`config.mk`:
```
export PLATFORM = sky130hd
export DESIGN_NAME = stream_encoder
export DESIGN_NICKNAME = d
export VERILOG_FILES = /design/src/rtl/enc_dec_pkg.sv /design/src/rtl/enc_parity_gen.sv /design/src/rtl/stream_encoder.sv
export SDC_FILE = /design/constraint.sdc
export NUM_CORES = 1
export LEC_CHECK = 0
export CORE_ASPECT_RATIO = 1.25
export CORE_MARGIN = 8
export CORE_UTILIZATION = 55
export DETAILED_ROUTE_END_ITERATION = 7
export PLACE_DENSITY = 0.86
export SLEW_MARGIN = 25
export SYNTH_ARGS = -nofsm -noshare
export SYNTH_HDL_FRONTEND = slang
export SYNTH_SLANG_ARGS = --single-unit
```
`constraint.sdc`:
```
create_clock -name clk -period 5.12 [get_ports clk]
set_input_delay 0.512 -clock clk [delete_from_list [all_inputs] [get_ports clk]]
set_output_delay 0.512 -clock clk [all_outputs]
set_load 0.005 [all_outputs]
```
`src/rtl/enc_dec_pkg.sv`:
```
// -----------------------------------------------------------------------------
// enc_dec_pkg
// Shared definitions for the stream encoder and its future decoder:
//   - codeword mode encodings (small / medium / large / reserved)
//   - per-mode data and parity field widths
//   - per-mode parity masks: parity bit k is the XOR of the data bits whose
//     positions are set in mask k.
// Medium and large masks follow an extended-Hamming layout: data bits fill
// the non-power-of-two positions 3,5,6,7,9,... in order, parity bit k
// covers the positions with address bit k set, and the top parity bit
// covers every data bit.
// -----------------------------------------------------------------------------
package enc_dec_pkg;

  typedef enum logic [1:0] {
    MODE_SMALL  = 2'b00,
    MODE_MEDIUM = 2'b01,
    MODE_LARGE  = 2'b10,
    MODE_RSVD   = 2'b11
  } mode_e;

  localparam int SMALL_DATA_W  = 4;
  localparam int SMALL_PAR_W   = 4;
  localparam int MEDIUM_DATA_W = 11;
  localparam int MEDIUM_PAR_W  = 5;
  localparam int LARGE_DATA_W  = 26;
  localparam int LARGE_PAR_W   = 6;

  localparam int MAX_DATA_W = 26;
  localparam int MAX_PAR_W  = 6;
  localparam int CW_W       = 32;

  // Index k of each array is the mask for parity bit k.
  localparam logic [SMALL_PAR_W-1:0][SMALL_DATA_W-1:0] SMALL_MASK = {
    4'h7, 4'hE, 4'hD, 4'hB
  };

  localparam logic [MEDIUM_PAR_W-1:0][MEDIUM_DATA_W-1:0] MEDIUM_MASK = {
    11'h7FF, 11'h7F0, 11'h78E, 11'h66D, 11'h55B
  };

  localparam logic [LARGE_PAR_W-1:0][LARGE_DATA_W-1:0] LARGE_MASK = {
    26'h3FF_FFFF, 26'h3FF_F800, 26'h3FC_07F0,
    26'h3C3_C78E, 26'h333_366D, 26'h2AA_AD5B
  };

  // Selects the data field that belongs to a mode; bits above it are ignored.
  function automatic logic [MAX_DATA_W-1:0] data_field_mask(input mode_e mode);
    logic [MAX_DATA_W-1:0] m;
    case (mode)
      MODE_SMALL:  m = 26'h000_000F;
      MODE_MEDIUM: m = 26'h000_07FF;
      MODE_LARGE:  m = 26'h3FF_FFFF;
      default:     m = 26'h000_0000;
    endcase
    return m;
  endfunction

endpackage

```
`src/rtl/enc_parity_gen.sv`:
```
// -----------------------------------------------------------------------------
// enc_parity_gen
// Purely combinational parity generator. Each parity bit is the XOR of the
// data bits selected by its mode's mask from enc_dec_pkg.
// Ports:
//   data_i   [25:0] LSB-aligned data field
//   mode_i          codeword mode (reserved mode yields zero parity)
//   parity_o [5:0]  parity word, LSB-aligned; unused upper bits are zero
// -----------------------------------------------------------------------------
module enc_parity_gen
  import enc_dec_pkg::*;
(
  input  logic [MAX_DATA_W-1:0] data_i,
  input  mode_e                 mode_i,
  output logic [MAX_PAR_W-1:0]  parity_o
);

  // Mask-and-reduce per parity bit for the selected mode.
  always_comb begin
    parity_o = '0;
    case (mode_i)
      MODE_SMALL: begin
        for (int k = 0; k < SMALL_PAR_W; k++) begin
          parity_o[k] = ^(data_i[SMALL_DATA_W-1:0] & SMALL_MASK[k]);
        end
      end
      MODE_MEDIUM: begin
        for (int k = 0; k < MEDIUM_PAR_W; k++) begin
          parity_o[k] = ^(data_i[MEDIUM_DATA_W-1:0] & MEDIUM_MASK[k]);
        end
      end
      MODE_LARGE: begin
        for (int k = 0; k < LARGE_PAR_W; k++) begin
          parity_o[k] = ^(data_i[LARGE_DATA_W-1:0] & LARGE_MASK[k]);
        end
      end
      default: parity_o = '0;
    endcase
  end

endmodule

```
`src/rtl/stream_encoder.sv`:
```
// -----------------------------------------------------------------------------
// stream_encoder
// Two-stage valid/ready pipeline that turns LSB-aligned payload beats into
// {data, parity} codewords (8, 16 or 32 bits depending on in_mode).
// Stage 1 registers masked data, mode and parity; stage 2 is the output
// register. Reserved-mode beats are accepted, dropped, and flagged on
// mode_err one cycle after acceptance.
// Parameters: AMBA_WORD (bus width, multiple of 32), CNT_WIDTH (counter width)
// Ports:
//   clk, rst                 rising-edge clock, synchronous active-high reset
//   in_valid/in_ready        input handshake
//   in_mode[1:0], data_in    beat mode and payload
//   out_valid/out_ready      output handshake
//   enc_out, out_mode        codeword (upper bits zero) and its mode
//   mode_err                 one-cycle pulse per dropped reserved beat
//   enc_count                output-transfer counter, saturating
//                            (only when STREAM_ENCODER_STATS_EN is defined)
// Build option: define STREAM_ENCODER_STATS_EN to add enc_count.
// -----------------------------------------------------------------------------
module stream_encoder
  import enc_dec_pkg::*;
#(
  parameter int AMBA_WORD = 32,
  parameter int CNT_WIDTH = 16
) (
  input  logic                 clk,
  input  logic                 rst,
  input  logic                 in_valid,
  output logic                 in_ready,
  input  logic [1:0]           in_mode,
  input  logic [AMBA_WORD-1:0] data_in,
  output logic                 out_valid,
  input  logic                 out_ready,
  output logic [AMBA_WORD-1:0] enc_out,
  output logic [1:0]           out_mode,
  output logic                 mode_err
`ifdef STREAM_ENCODER_STATS_EN
  ,
  output logic [CNT_WIDTH-1:0] enc_count
`endif
);

  mode_e                 mode_s;
  logic [MAX_DATA_W-1:0] data_fld_s;
  logic [MAX_PAR_W-1:0]  parity_s;
  logic                  in_fire_s;
  logic                  out_fire_s;
  logic                  s1_advance_s;
  logic [CW_W-1:0]       cw_s;
  logic                  unused_s;

  logic                  s1_valid_q, s1_valid_d;
  mode_e                 s1_mode_q, s1_mode_d;
  logic [MAX_DATA_W-1:0] s1_data_q, s1_data_d;
  logic [MAX_PAR_W-1:0]  s1_par_q, s1_par_d;
  logic                  mode_err_q, mode_err_d;

  logic                  out_valid_q, out_valid_d;
  logic [AMBA_WORD-1:0]  enc_out_q, enc_out_d;
  mode_e                 out_mode_q, out_mode_d;

  assign mode_s     = mode_e'(in_mode);
  assign data_fld_s = data_in[MAX_DATA_W-1:0] & data_field_mask(mode_s);
  assign unused_s   = ^data_in[AMBA_WORD-1:MAX_DATA_W];

  enc_parity_gen u_parity (
    .data_i   (data_fld_s),
    .mode_i   (mode_s),
    .parity_o (parity_s)
  );

  // Stage 1 drains into stage 2 whenever stage 2 is empty or being consumed.
  assign s1_advance_s = s1_valid_q && (!out_valid_q || out_ready);
  assign in_ready     = !rst && (!s1_valid_q || s1_advance_s);
  assign in_fire_s    = in_valid && in_ready;
  assign out_fire_s   = out_valid_q && out_ready;

  // Stage 1 next state: load non-reserved beats, empty on advance, else hold.
  always_comb begin
    s1_valid_d = s1_valid_q;
    s1_mode_d  = s1_mode_q;
    s1_data_d  = s1_data_q;
    s1_par_d   = s1_par_q;
    mode_err_d = in_fire_s && (mode_s == MODE_RSVD);
    if (in_fire_s && (mode_s != MODE_RSVD)) begin
      s1_valid_d = 1'b1;
      s1_mode_d  = mode_s;
      s1_data_d  = data_fld_s;
      s1_par_d   = parity_s;
    end else if (s1_advance_s) begin
      s1_valid_d = 1'b0;
    end else begin
      s1_valid_d = s1_valid_q;
    end
  end

  // Codeword assembly from stage 1: {data field, parity field}, LSB-aligned.
  always_comb begin
    cw_s = '0;
    case (s1_mode_q)
      MODE_SMALL:  cw_s = {24'h00_0000, s1_data_q[SMALL_DATA_W-1:0],
                           s1_par_q[SMALL_PAR_W-1:0]};
      MODE_MEDIUM: cw_s = {16'h0000, s1_data_q[MEDIUM_DATA_W-1:0],
                           s1_par_q[MEDIUM_PAR_W-1:0]};
      MODE_LARGE:  cw_s = {s1_data_q[LARGE_DATA_W-1:0],
                           s1_par_q[LARGE_PAR_W-1:0]};
      default:     cw_s = '0;
    endcase
  end

  // Stage 2 next state: refill on advance, empty on consumption, else hold.
  always_comb begin
    out_valid_d = out_valid_q;
    enc_out_d   = enc_out_q;
    out_mode_d  = out_mode_q;
    if (s1_advance_s) begin
      out_valid_d           = 1'b1;
      enc_out_d             = '0;
      enc_out_d[CW_W-1:0]   = cw_s;
      out_mode_d            = s1_mode_q;
    end else if (out_fire_s) begin
      out_valid_d = 1'b0;
    end else begin
      out_valid_d = out_valid_q;
    end
  end

  // Pipeline registers.
  always_ff @(posedge clk) begin
    if (rst) begin
      s1_valid_q  <= 1'b0;
      s1_mode_q   <= MODE_SMALL;
      s1_data_q   <= '0;
      s1_par_q    <= '0;
      mode_err_q  <= 1'b0;
      out_valid_q <= 1'b0;
      enc_out_q   <= '0;
      out_mode_q  <= MODE_SMALL;
    end else begin
      s1_valid_q  <= s1_valid_d;
      s1_mode_q   <= s1_mode_d;
      s1_data_q   <= s1_data_d;
      s1_par_q    <= s1_par_d;
      mode_err_q  <= mode_err_d;
      out_valid_q <= out_valid_d;
      enc_out_q   <= enc_out_d;
      out_mode_q  <= out_mode_d;
    end
  end

  assign out_valid = out_valid_q;
  assign enc_out   = enc_out_q;
  assign out_mode  = out_mode_q;
  assign mode_err  = mode_err_q;

`ifdef STREAM_ENCODER_STATS_EN
  logic [CNT_WIDTH-1:0] cnt_q, cnt_d;

  // Count output transfers, sticking at all-ones.
  always_comb begin
    if (out_fire_s && (cnt_q != {CNT_WIDTH{1'b1}})) begin
      cnt_d = cnt_q + CNT_WIDTH'(1);
    end else begin
      cnt_d = cnt_q;
    end
  end

  // Counter register.
  always_ff @(posedge clk) begin
    if (rst) begin
      cnt_q <= '0;
    end else begin
      cnt_q <= cnt_d;
    end
  end

  assign enc_count = cnt_q;
`endif

endmodule

```
* After elaboration in Yosys (flattened, before gate mapping) *
Cells that the tools add are included.
W data, S select, Z words.

word-level totals
  logic and storage cells = 54
  memories kept = 0
  latch bits = 0
  register bits = 71
  RAM bits = 0
  bits in read-only memories = 0
  output and inout bits = 37
  input port bits = 38

operators by class
  shift operators = 0
  bitwise operators = 1
  $mul = 0
  $lt $le $gt $ge = 0
  divide/modulo/power cells = 0
  eq/ne operators = 6
  mux-type cells = 9
  add/sub/neg operators = 0
  reduce and logical (&&, ||, !) cells = 30

operator list
  operator              count
  $reduce_xor A26 Y1    6
  $pmux W32 S3          1
  $pmux W26 S3          1
  $reduce_xor A11 Y1    5
  $and A26 B26 Y26      1
  $reduce_xor A4 Y1     4
  $pmux W4 S3           1
  $eq A2 B2 Y1 const B  3
  $logic_and A1 B1 Y1   6
  $mux W1               5
  $eq A2 B1 Y1 const B  2
  $logic_not A2 Y1      2
  $reduce_bool A2 Y1    2
  $logic_not A1 Y1      3
  $logic_or A1 B1 Y1    2
  $ne A2 B2 Y1 const B  1
  $pmux W1 S2           1

* Logic depth before layout (Yosys ltp) *
Gate-level depths: netlist of the first run.

  depth in word-level cells = 8
  depth in mapped cells = 9
  depth with buffers taken out = 7

* Modules after synthesis *
Synthesis of the first run repeated with hierarchy kept, for this count alone.

second synthesis, totals
  cell total of the unflattened synthesis = 430
  area, all modules = 3,865.0 um^2

modules (own cells, without submodules)
  module          area each (um^2)  times used  cells an instance
  stream_encoder  3,076.7           1           359
  enc_parity_gen  788.3             1           71

* Worst setup path after synthesis of the first run *
Ideal clock, no wire load.

  path kind = input -> register
  from = input port in_mode[0]
  to = register s1_par_q[0]
  buffers on the path = 2
  setup slack = 2.896 ns
  arrival = 2.087 ns
  required time = 4.983 ns
  stages = 8
  path through = inv_1 ha_1 clkbuf_1 clkbuf_1 o211ai_1 a211o_1 a311oi_1 a211oi_1

on the way
  longest elaborated chain between the ends = 5
  elaborated cells between the ends (all ways) = 11
  classes of those cells = eq/ne (3); mux (2); bitwise (1); reduce/logical (5)

ends and longest elaborated chain
  element                                           RTL line                                 text
  from (decl)                                       stream_encoder.sv:30                     input logic [1:0] in_mode,
  $eq A2 B2 Y1, or another cell as far along        enc_dec_pkg.sv:50, enc_parity_gen.sv:21
  $pmux W26 S3                                      enc_dec_pkg.sv:50                        case (mode)
  $and A26 B26 Y26                                  stream_encoder.sv:63                     assign data_fld_s = data_in[MAX_DATA_W-1:0] & data_field_mask(mode_s);
  $reduce_xor A26 Y1, or another cell as far along  enc_parity_gen.sv:34                     parity_o[k] = ^(data_i[LARGE_DATA_W-1:0] & LARGE_MASK[k]);
  $pmux W4 S3                                       enc_parity_gen.sv:21                     case (mode_i)
  to (signal assigned)                              stream_encoder.sv:143                    s1_par_q <= s1_par_d;
  to (decl)                                         stream_encoder.sv:55                     logic [MAX_PAR_W-1:0] s1_par_q, s1_par_d;

Several ways; a longest one is shown, not always the timed one.
A chain may end at the register's enable or synchronous reset.

* Worst setup path after layout of the first run *
  from = input port in_mode[1]
  to = register s1_par_q[2]

The elaborated chain is that of the path after synthesis.

==> key figures, run 1 <==
Clocking
  • CTS tree: built
  • Number of H-tree levels: 3
  • Cts bufs inserted: 9
  • CTS Hold Bufs: 0
  • Post-CTS Setup Inserts: 0
  • Worst skew pair latency: 0.34 ns
  • Post-CTS sizing: 0
  • # clock sinks: 71
  • Reg clk slew, reported paths: roughly 0.06 ns
  • Bufs on Longest Clock Path: 2
  • CTS root buf: clkbuf_8

Yosys
  • Seq/Total Area, Yosys: 41.3%
  • Yosys cell types: 37
  • EDFF count, synth: 0
  • Leading area contributor after synthesis: dfxtp_1
  • Synth Area in XOR/XNOR: around an eighth
  • Commonest register cell after synthesis: dfxtp_1
  • Main combinational cell family by area after synthesis: simple AND/OR/NAND/NOR gates
  • Synth warn: 0
  • Ys async rst share: 0%
  • Syn Std Cell Area: between 0.003 and 0.004 sq mm
  • Adder-Cell Fraction of Synth Area: 1.82%
  • Mapped Cells: roughly 420
  • Area contributors post-synth: dfxtp_1 41%, a21oi_1 8.7%, nand2_1 6.8%, nand3_1 6.3%, xnor2_1 5.9%
  • Synthesized Nets: 459
  • Simple-Gate Fraction of Synth Area: 20.5%
  • Yosys top cell area share: 41.3%
  • Mean Syn Cell Area: about 8.3 sq um
  • FF+latch count, synth: 71
  • Post-synthesis mux area share: under 10%
  • Compound-Gate Fraction of Synth Area: between 10% and 20%

Drt
  • Vias per cell: 5.65
  • Via count: 3120
  • 1st-iter DRT viols: 298
  • Final wirelength: between 8000 and 9000 microns
  • Drt drc: 0
  • Wire per inst: 15.4 microns
  • Drt pass-1 iters: 5
  • Detail Route Antenna Nets: 0

STA
  • Setup TNS: 0 ns
  • Clock Skew: 0.00827 ns
  • Part of the cycle the worst path needs: 51.8%
  • Achievable Freq: 377 MHz
  • Setup Viol. Count Final: 0
  • Fin worst setup slack: 2.47 ns
  • Min Clock Period, post-route: 2.65 ns
  • Worst-Margin Slew: 0.835 ns
  • Worst rel slew slack: 44.2%
  • Final hold violations: 0
  • RSZ-0062 raised after global routing: false
  • Final Max Slew Viols: 0

Placement
  • Hpwl dp: around 6000 microns
  • GP Congestion: around 0.9
  • Setup WS pre-CTS: 2.05 ns
  • Number of I/O port buffers: 68

Die
  • # rows: 32
  • CORE AREA: 0.00613 sq mm
  • Die Wd: 86.8 microns
  • Ports: 75
  • Die area: 0.00906 sq mm
  • Initial Util: 56.2%
  • Die height: 104 microns

Final layout
  • Number of fill cells: roughly 500
  • Synthesis-to-layout area growth: 24.3%
  • Layout Nets: between 500 and 600
  • Antenna Cells: 0
  • Share of layout cells above drive strength 1: 5.35%

Worst hold path
  • Hold path start: s1_data_q[16]$_SDFFE_PP0P_
  • HP Class: register to register

Job
  • Maxcap violations: 0

Global route
  • Initial antenna violation count: 0
  • Total global-route track usage: between 10% and 20%
  • Overflow after GRT: 0
  • First-pass GRT wire length: ~14000 microns
  • Vias in the first global route: 2952
  • Largest net degree at the start of global routing: 69

Critical path
  • CP Capture Point: s1_par_q[2]$_SDFFE_PP0P_
  • Arrival @ worst endpoint: 2.88 ns
  • Element type at the critical path end: register
  • Worst setup path start: in_mode[1]
  • Crit-path max FO: 17
  • Reg2reg end: s1_par_q[4]$_SDFFE_PP0P_
  • R2r startpoint: out_valid$_SDFFE_PP0P_
  • Critical path class: input pin to register
  • Req. time, crit path: 5.34 ns
  • R2R Setup Slk: 2.92 ns
  • Worst Reg-to-Reg Cells: 6
  • Startpoint Class: input pin

Outcome
  • Outcome: completed

Pwr
  • Peak supply drop: 0.144 mV
  • Lkg Pwr: 1.48 nW
  • Power Density: 276 mW/mm^2
==> critical path, cell delays in order <==
cell	delay [ns]
clkdlybuf4s50_1	0.55
inv_1	0.09
ha_1	0.61
o211ai_1	0.28
a211oi_1	0.45
o211ai_1	0.17
nand3b_1	0.13
a31oi_1	0.08
==> layout by cell type (no fill, tap or decap), drive strengths merged, types with 6 or more instances in the layout <==
cell type and count:
a21oi 60, xor2 12, clkdlybuf4s50 67, xnor2 25
nor2 19, a211oi 7, clkbuf 11, nand3 43
inv 6, nand2 62, o21ai 8, dfxtp 71
a221oi 9, nor3 11
==> cell usage after synthesis (all sizes together) (4+ instances only) <==
library cell,instances
a211o,4
a211oi,7
a21oi,60
a221oi,9
clkbuf,30
dfxtp,71
ha,5
inv,6
mux2i,5
nand2,62
nand2b,4
nand3,43
nor2,19
nor2b,5
nor3,11
o211ai,5
o21ai,8
xnor2,25
xnor3,4
xor2,12
==> area by class of cell <==
cell class                 instances  area (sq um)  area share, %
clock buffer                      11           141           3.30
clock inverter                     2          10.0          0.234
inverter                           6          22.5          0.526
multi-input combinational        306          1880           43.9
sequential                        71          1420           33.2
tap                               85           106           2.48
timing repair buffer              71           701           16.4
==> per-stage QoR <==
stage                     std cells  hold slack (ns)  utilization [%]  power (mW)  area (sq um)
after floorplan                 416            0.432                -       0.750          3440
after global placement          539            0.439             67.3       0.819          4120
after detailed placement        539            0.445             67.4       0.825          4130
after CTS                       552            0.454             69.8        1.18          4280
after global routing            552            0.474             69.9        1.23          4280
final                           552            0.455             69.9        1.18          4280
==> registers in the layout (all words and copies together) (netlist names) <==
signal and flops:
s1_valid_q 1, s1_mode_q 2, s1_par_q 6, enc_out 32
out_mode 2, s1_data_q 26, out_valid 1, mode_err 1
==> metal layers <==
layer / global-route usage [%] / vias up / part of all wire (%)
met5: 0 / - / 0
met3: 4.66 / 14 / 5.9
li1: - / 1539 / -
met1: 24.1 / 1462 / 44
met2: 30.3 / 105 / 48
met4: 8.27 / 0 / 1.7
==> how the worst min path moves through the flow <==
stage                                            end  slack, ns  cells after the start
after floorplan           s1_data_q[12]$_SDFFE_PP0P_       0.43                      2
after global placement      enc_out[31]$_SDFFE_PP0P_       0.44                      2
after detailed placement  s1_data_q[13]$_SDFFE_PP0P_       0.45                      2
after CTS                 s1_data_q[13]$_SDFFE_PP0P_       0.45                      2
after global routing      s1_data_q[13]$_SDFFE_PP0P_       0.47                      2
final                     s1_data_q[16]$_SDFFE_PP0P_       0.45                      2
==> kinds of logic (layout without fill, tap and decap cells) <==
kind of cell / count (synthesis) / count (layout)
simple gates: 154 / 154
compound gates: 101 / 101
flops: 71 / 71
xor+xnor: 41 / 41
buf+inv: 39 / 90
fa+ha+maj: 5 / 5
mux: 5 / 5
==> power by group <==
part           total, mW  switching (mW)  internal [mW]
Clock              0.363           0.184          0.179
Combinational      0.240           0.126          0.115
Sequential         0.578          0.0109          0.567
No activity file was read; power rests on OpenSTA's default activity.
==> run 2, diff against run 1 <==
Settings changed: CORE_UTILIZATION 55 to 46, PLACE_DENSITY 0.86 to 0.76.
Clock period 5.12 ns to 2.3 ns, I/O delays scaled along.
==> run 2 against run 1 <==
Effect of this change:
- utilization down 7.1 points
- clock power rose to 3.0 times the previous value
- total power is 150% higher
- global-route usage decreased by 2.8 points
- combinational power grew 140%
- design area grew 7.3%
- non-clock buffer count increased by 32
- first-iteration DRC count increased by 2.7%
- critical endpoint is now s1_par_q[4]$_SDFFE_PP0P_
- highest routed layer unchanged
==> key figures, run 2 (synthesized netlist as in run 1, its figures left out) <==
STA
  • Clock Skew: 0.00934 ns (was 0.00827 ns)
  • Setup Viol. Count Final: 0 (unchanged)
  • Fin worst setup slack: 0.236 ns (was 2.47 ns)
  • Final Max Slew Viols: 0 (unchanged)
  • Part of the cycle the worst path needs: 89.7%
  • Achievable Freq: between 400 and 500 MHz
  • Worst-Margin Slew: 0.632 ns (was 0.835 ns)
  • Min Clock Period, post-route: a little over 2 ns
  • RSZ-0062 raised after global routing: false (unchanged)
  • Final hold violations: 0 (unchanged)
  • Worst rel slew slack: 57.9% (was 44.2%)
  • Setup TNS: 0 ns (unchanged)

Outcome
  • Outcome: completed (unchanged)

Die
  • # rows: 35 (was 32)
  • Die height: 113 microns (was 104 microns)
  • Ports: 75 (unchanged)
  • Initial Util: 47.1% (was 56.2%)
  • Die Wd: 93.4 microns (was 86.8 microns)
  • Die area: 0.0105 sq mm (was 0.00906 sq mm)
  • CORE AREA: 0.00731 sq mm (was 0.00613 sq mm)

Clocking
  • Bufs on Longest Clock Path: 2 (unchanged)
  • Number of H-tree levels: 3 (unchanged)
  • Post-CTS Setup Inserts: 0 (unchanged)
  • Reg clk slew, reported paths: 0.07 ns (was 0.06 ns)
  • Cts bufs inserted: 9 (unchanged)
  • CTS Hold Bufs: 0 (unchanged)
  • # clock sinks: 71 (unchanged)
  • Post-CTS sizing: 0 (unchanged)
  • CTS root buf: clkbuf_8 (unchanged)
  • CTS tree: built (unchanged)
  • Worst skew pair latency: 0.33 ns (was 0.34 ns)

Drt
  • 1st-iter DRT viols: 306 (was 298)
  • Met2 wire len: 4280 microns (was 4090 microns)
  • Drt pass-1 iters: 4 (was 5)
  • Via count: 3157 (was 3120)
  • Metal3 WL: 451 microns (was 503 microns)
  • Detail Route Antenna Nets: 0 (unchanged)
  • Highest metal used: met4 (unchanged)
  • Vias per cell: 5.31 (was 5.65)
  • Final wirelength: 8600 microns (was 8510 microns)
  • Drt drc: 0 (unchanged)
  • Wire per inst: 14.5 microns (was 15.4 microns)
  • Met1 wire length: 3690 microns (was 3780 microns)

Placement
  • Setup WS pre-CTS: -0.116 ns (was 2.05 ns)
  • Hpwl dp: 6460 microns (was 6120 microns)
  • DP Cell Count: 578 (was 539)
  • GP Congestion: 0.822 (was 0.921)
  • Number of I/O port buffers: 68 (unchanged)

Pwr
  • Power Total: 2.94 mW (was 1.18 mW)
  • Peak supply drop: 0.306 mV (was 0.144 mV)
  • Lkg Pwr: 1.67 nW (was 1.48 nW)
  • Power Density: 641 mW/mm^2 (was 276 mW/mm^2)

Final layout
  • Non-Filler Instances: 594 (was 552)
  • Antenna Cells: 0 (unchanged)
  • Most frequent cells in the layout: 71 x dfxtp_1, 67 x clkdlybuf4s50_1, 62 x nand2_1 (unchanged)
  • Synthesis-to-layout area growth: 33.4% (was 24.3%)
  • Share of layout cells above drive strength 1: 11.8% (was 5.35%)
  • Max FFs per register: 32 (unchanged)
  • Most common library cell in the layout ignoring fill and taps: dfxtp_1 (unchanged)
  • Layout Nets: 540 (was 508)
  • Final Util: 62.8% (was 69.9%)

Critical path
  • Crit path cell chain: clkdlybuf4s50_1 > xor2_1 > xnor3_1 > nand2b_1 > xnor2_1 > a221oi_1 > nor3_1 (was clkdlybuf4s50_1 > inv_1 > ha_1 > o211ai_1 > a211oi_1 > o211ai_1 > nand3b_1 > a31oi_1)
  • Family with the most delay on the worst path: XOR/XNOR gates (was compound AO/OA/AOI/OAI gates)
  • R2r startpoint: out_valid$_SDFFE_PP0P_ (unchanged)
  • R2R Setup Slk: 0.50 ns (was 2.92 ns)
  • Critical path's largest stage delay: 0.51 ns (was 0.61 ns)
  • Crit-path max FO: 4 (was 17)
  • Worst Reg-to-Reg Cells: 6 (unchanged)
  • Critical path class: input pin to register (unchanged)
  • Crit path buffers/inverters: 1 (was 2)
  • WP depth: 7 (was 8)
  • Startpoint Class: input pin (unchanged)
  • Arrival @ worst endpoint: 2.26 ns (was 2.88 ns)
  • Reg2reg end: s1_par_q[3]$_SDFFE_PP0P_ (was s1_par_q[4]$_SDFFE_PP0P_)
  • Element type at the critical path end: register (unchanged)
  • Req. time, crit path: 2.50 ns (was 5.34 ns)
  • Slowest cell on crit path: clkdlybuf4s50_1 (was ha_1)

Global route
  • First-pass GRT wire length: 14200 microns (was 14000 microns)
  • Total global-route track usage: 16.4% (was 19.2%)
  • Largest net degree at the start of global routing: 68 (was 69)
  • Overflow after GRT: 0 (unchanged)
  • Initial antenna violation count: 0 (unchanged)
  • Vias in the first global route: 3077 (was 2952)

Worst hold path
  • Min-Delay Endpoint: mode_err$_SDFF_PP0_ (was s1_data_q[16]$_SDFFE_PP0P_)
  • Hold path start: rst (was s1_data_q[16]$_SDFFE_PP0P_)
  • HP Class: input pin to register (was register to register)
  • Hold depth: 3 (was 2)

Job
  • Maxcap violations: 0 (unchanged)
==> run 2: per-stage QoR <==
stage | cell area, sq um | hold WS [ns]
after floorplan | 3440 | 0.366
after global placement | 4370 | 0.439
after detailed placement | 4370 | 0.447
after CTS | 4590 | 0.285
after global routing | 4590 | 0.317
final | 4590 | 0.308
==> run 2: worst min-delay path, delay by kind of cell <==
kind	cells	cell delay (ns)
and+or+nand+nor	1	0.19
buffers and inverters	1	0.09
AOI/OAI and AO/OA	1	0.08
==> run 2: final cells by class <==
cell class,count,area [sq um]
inverters,6,22.5
fillers,620,2720
flip-flops and latches,71,1420
clock buffers,10,138
multi-input cells,306,1880
clock inverters,6,83.8
repair buffers,103,938
well taps,92,115
==> run 2: report_power, final <==
group / total [mW] / internal, mW / switching [mW]
combinational: 0.583 / 0.300 / 0.283
clock: 1.08 / 0.636 / 0.441
sequential: 1.28 / 1.26 / 0.0230
==> run 2: how the worst max path moves through the flow <==
stage,start,end,slack [ns]
detailed placement,data_in[4],s1_par_q[4]$_SDFFE_PP0P_,-0.12
CTS,data_in[4],s1_par_q[4]$_SDFFE_PP0P_,0.24
finish,data_in[4],s1_par_q[4]$_SDFFE_PP0P_,0.24
global placement,in_mode[0],s1_par_q[0]$_SDFFE_PP0P_,-0.06
floorplan,in_mode[0],s1_par_q[0]$_SDFFE_PP0P_,0.36
global route,data_in[6],s1_par_q[4]$_SDFFE_PP0P_,0.1
==> run 2: metal layers <==
metal | track usage (%) | vias up
li1 | - | 1610
met1 | 20.2 | 1451
met2 | 27.4 | 82
met3 | 2.98 | 14
met4 | 6.79 | 0
met5 | 0 | -
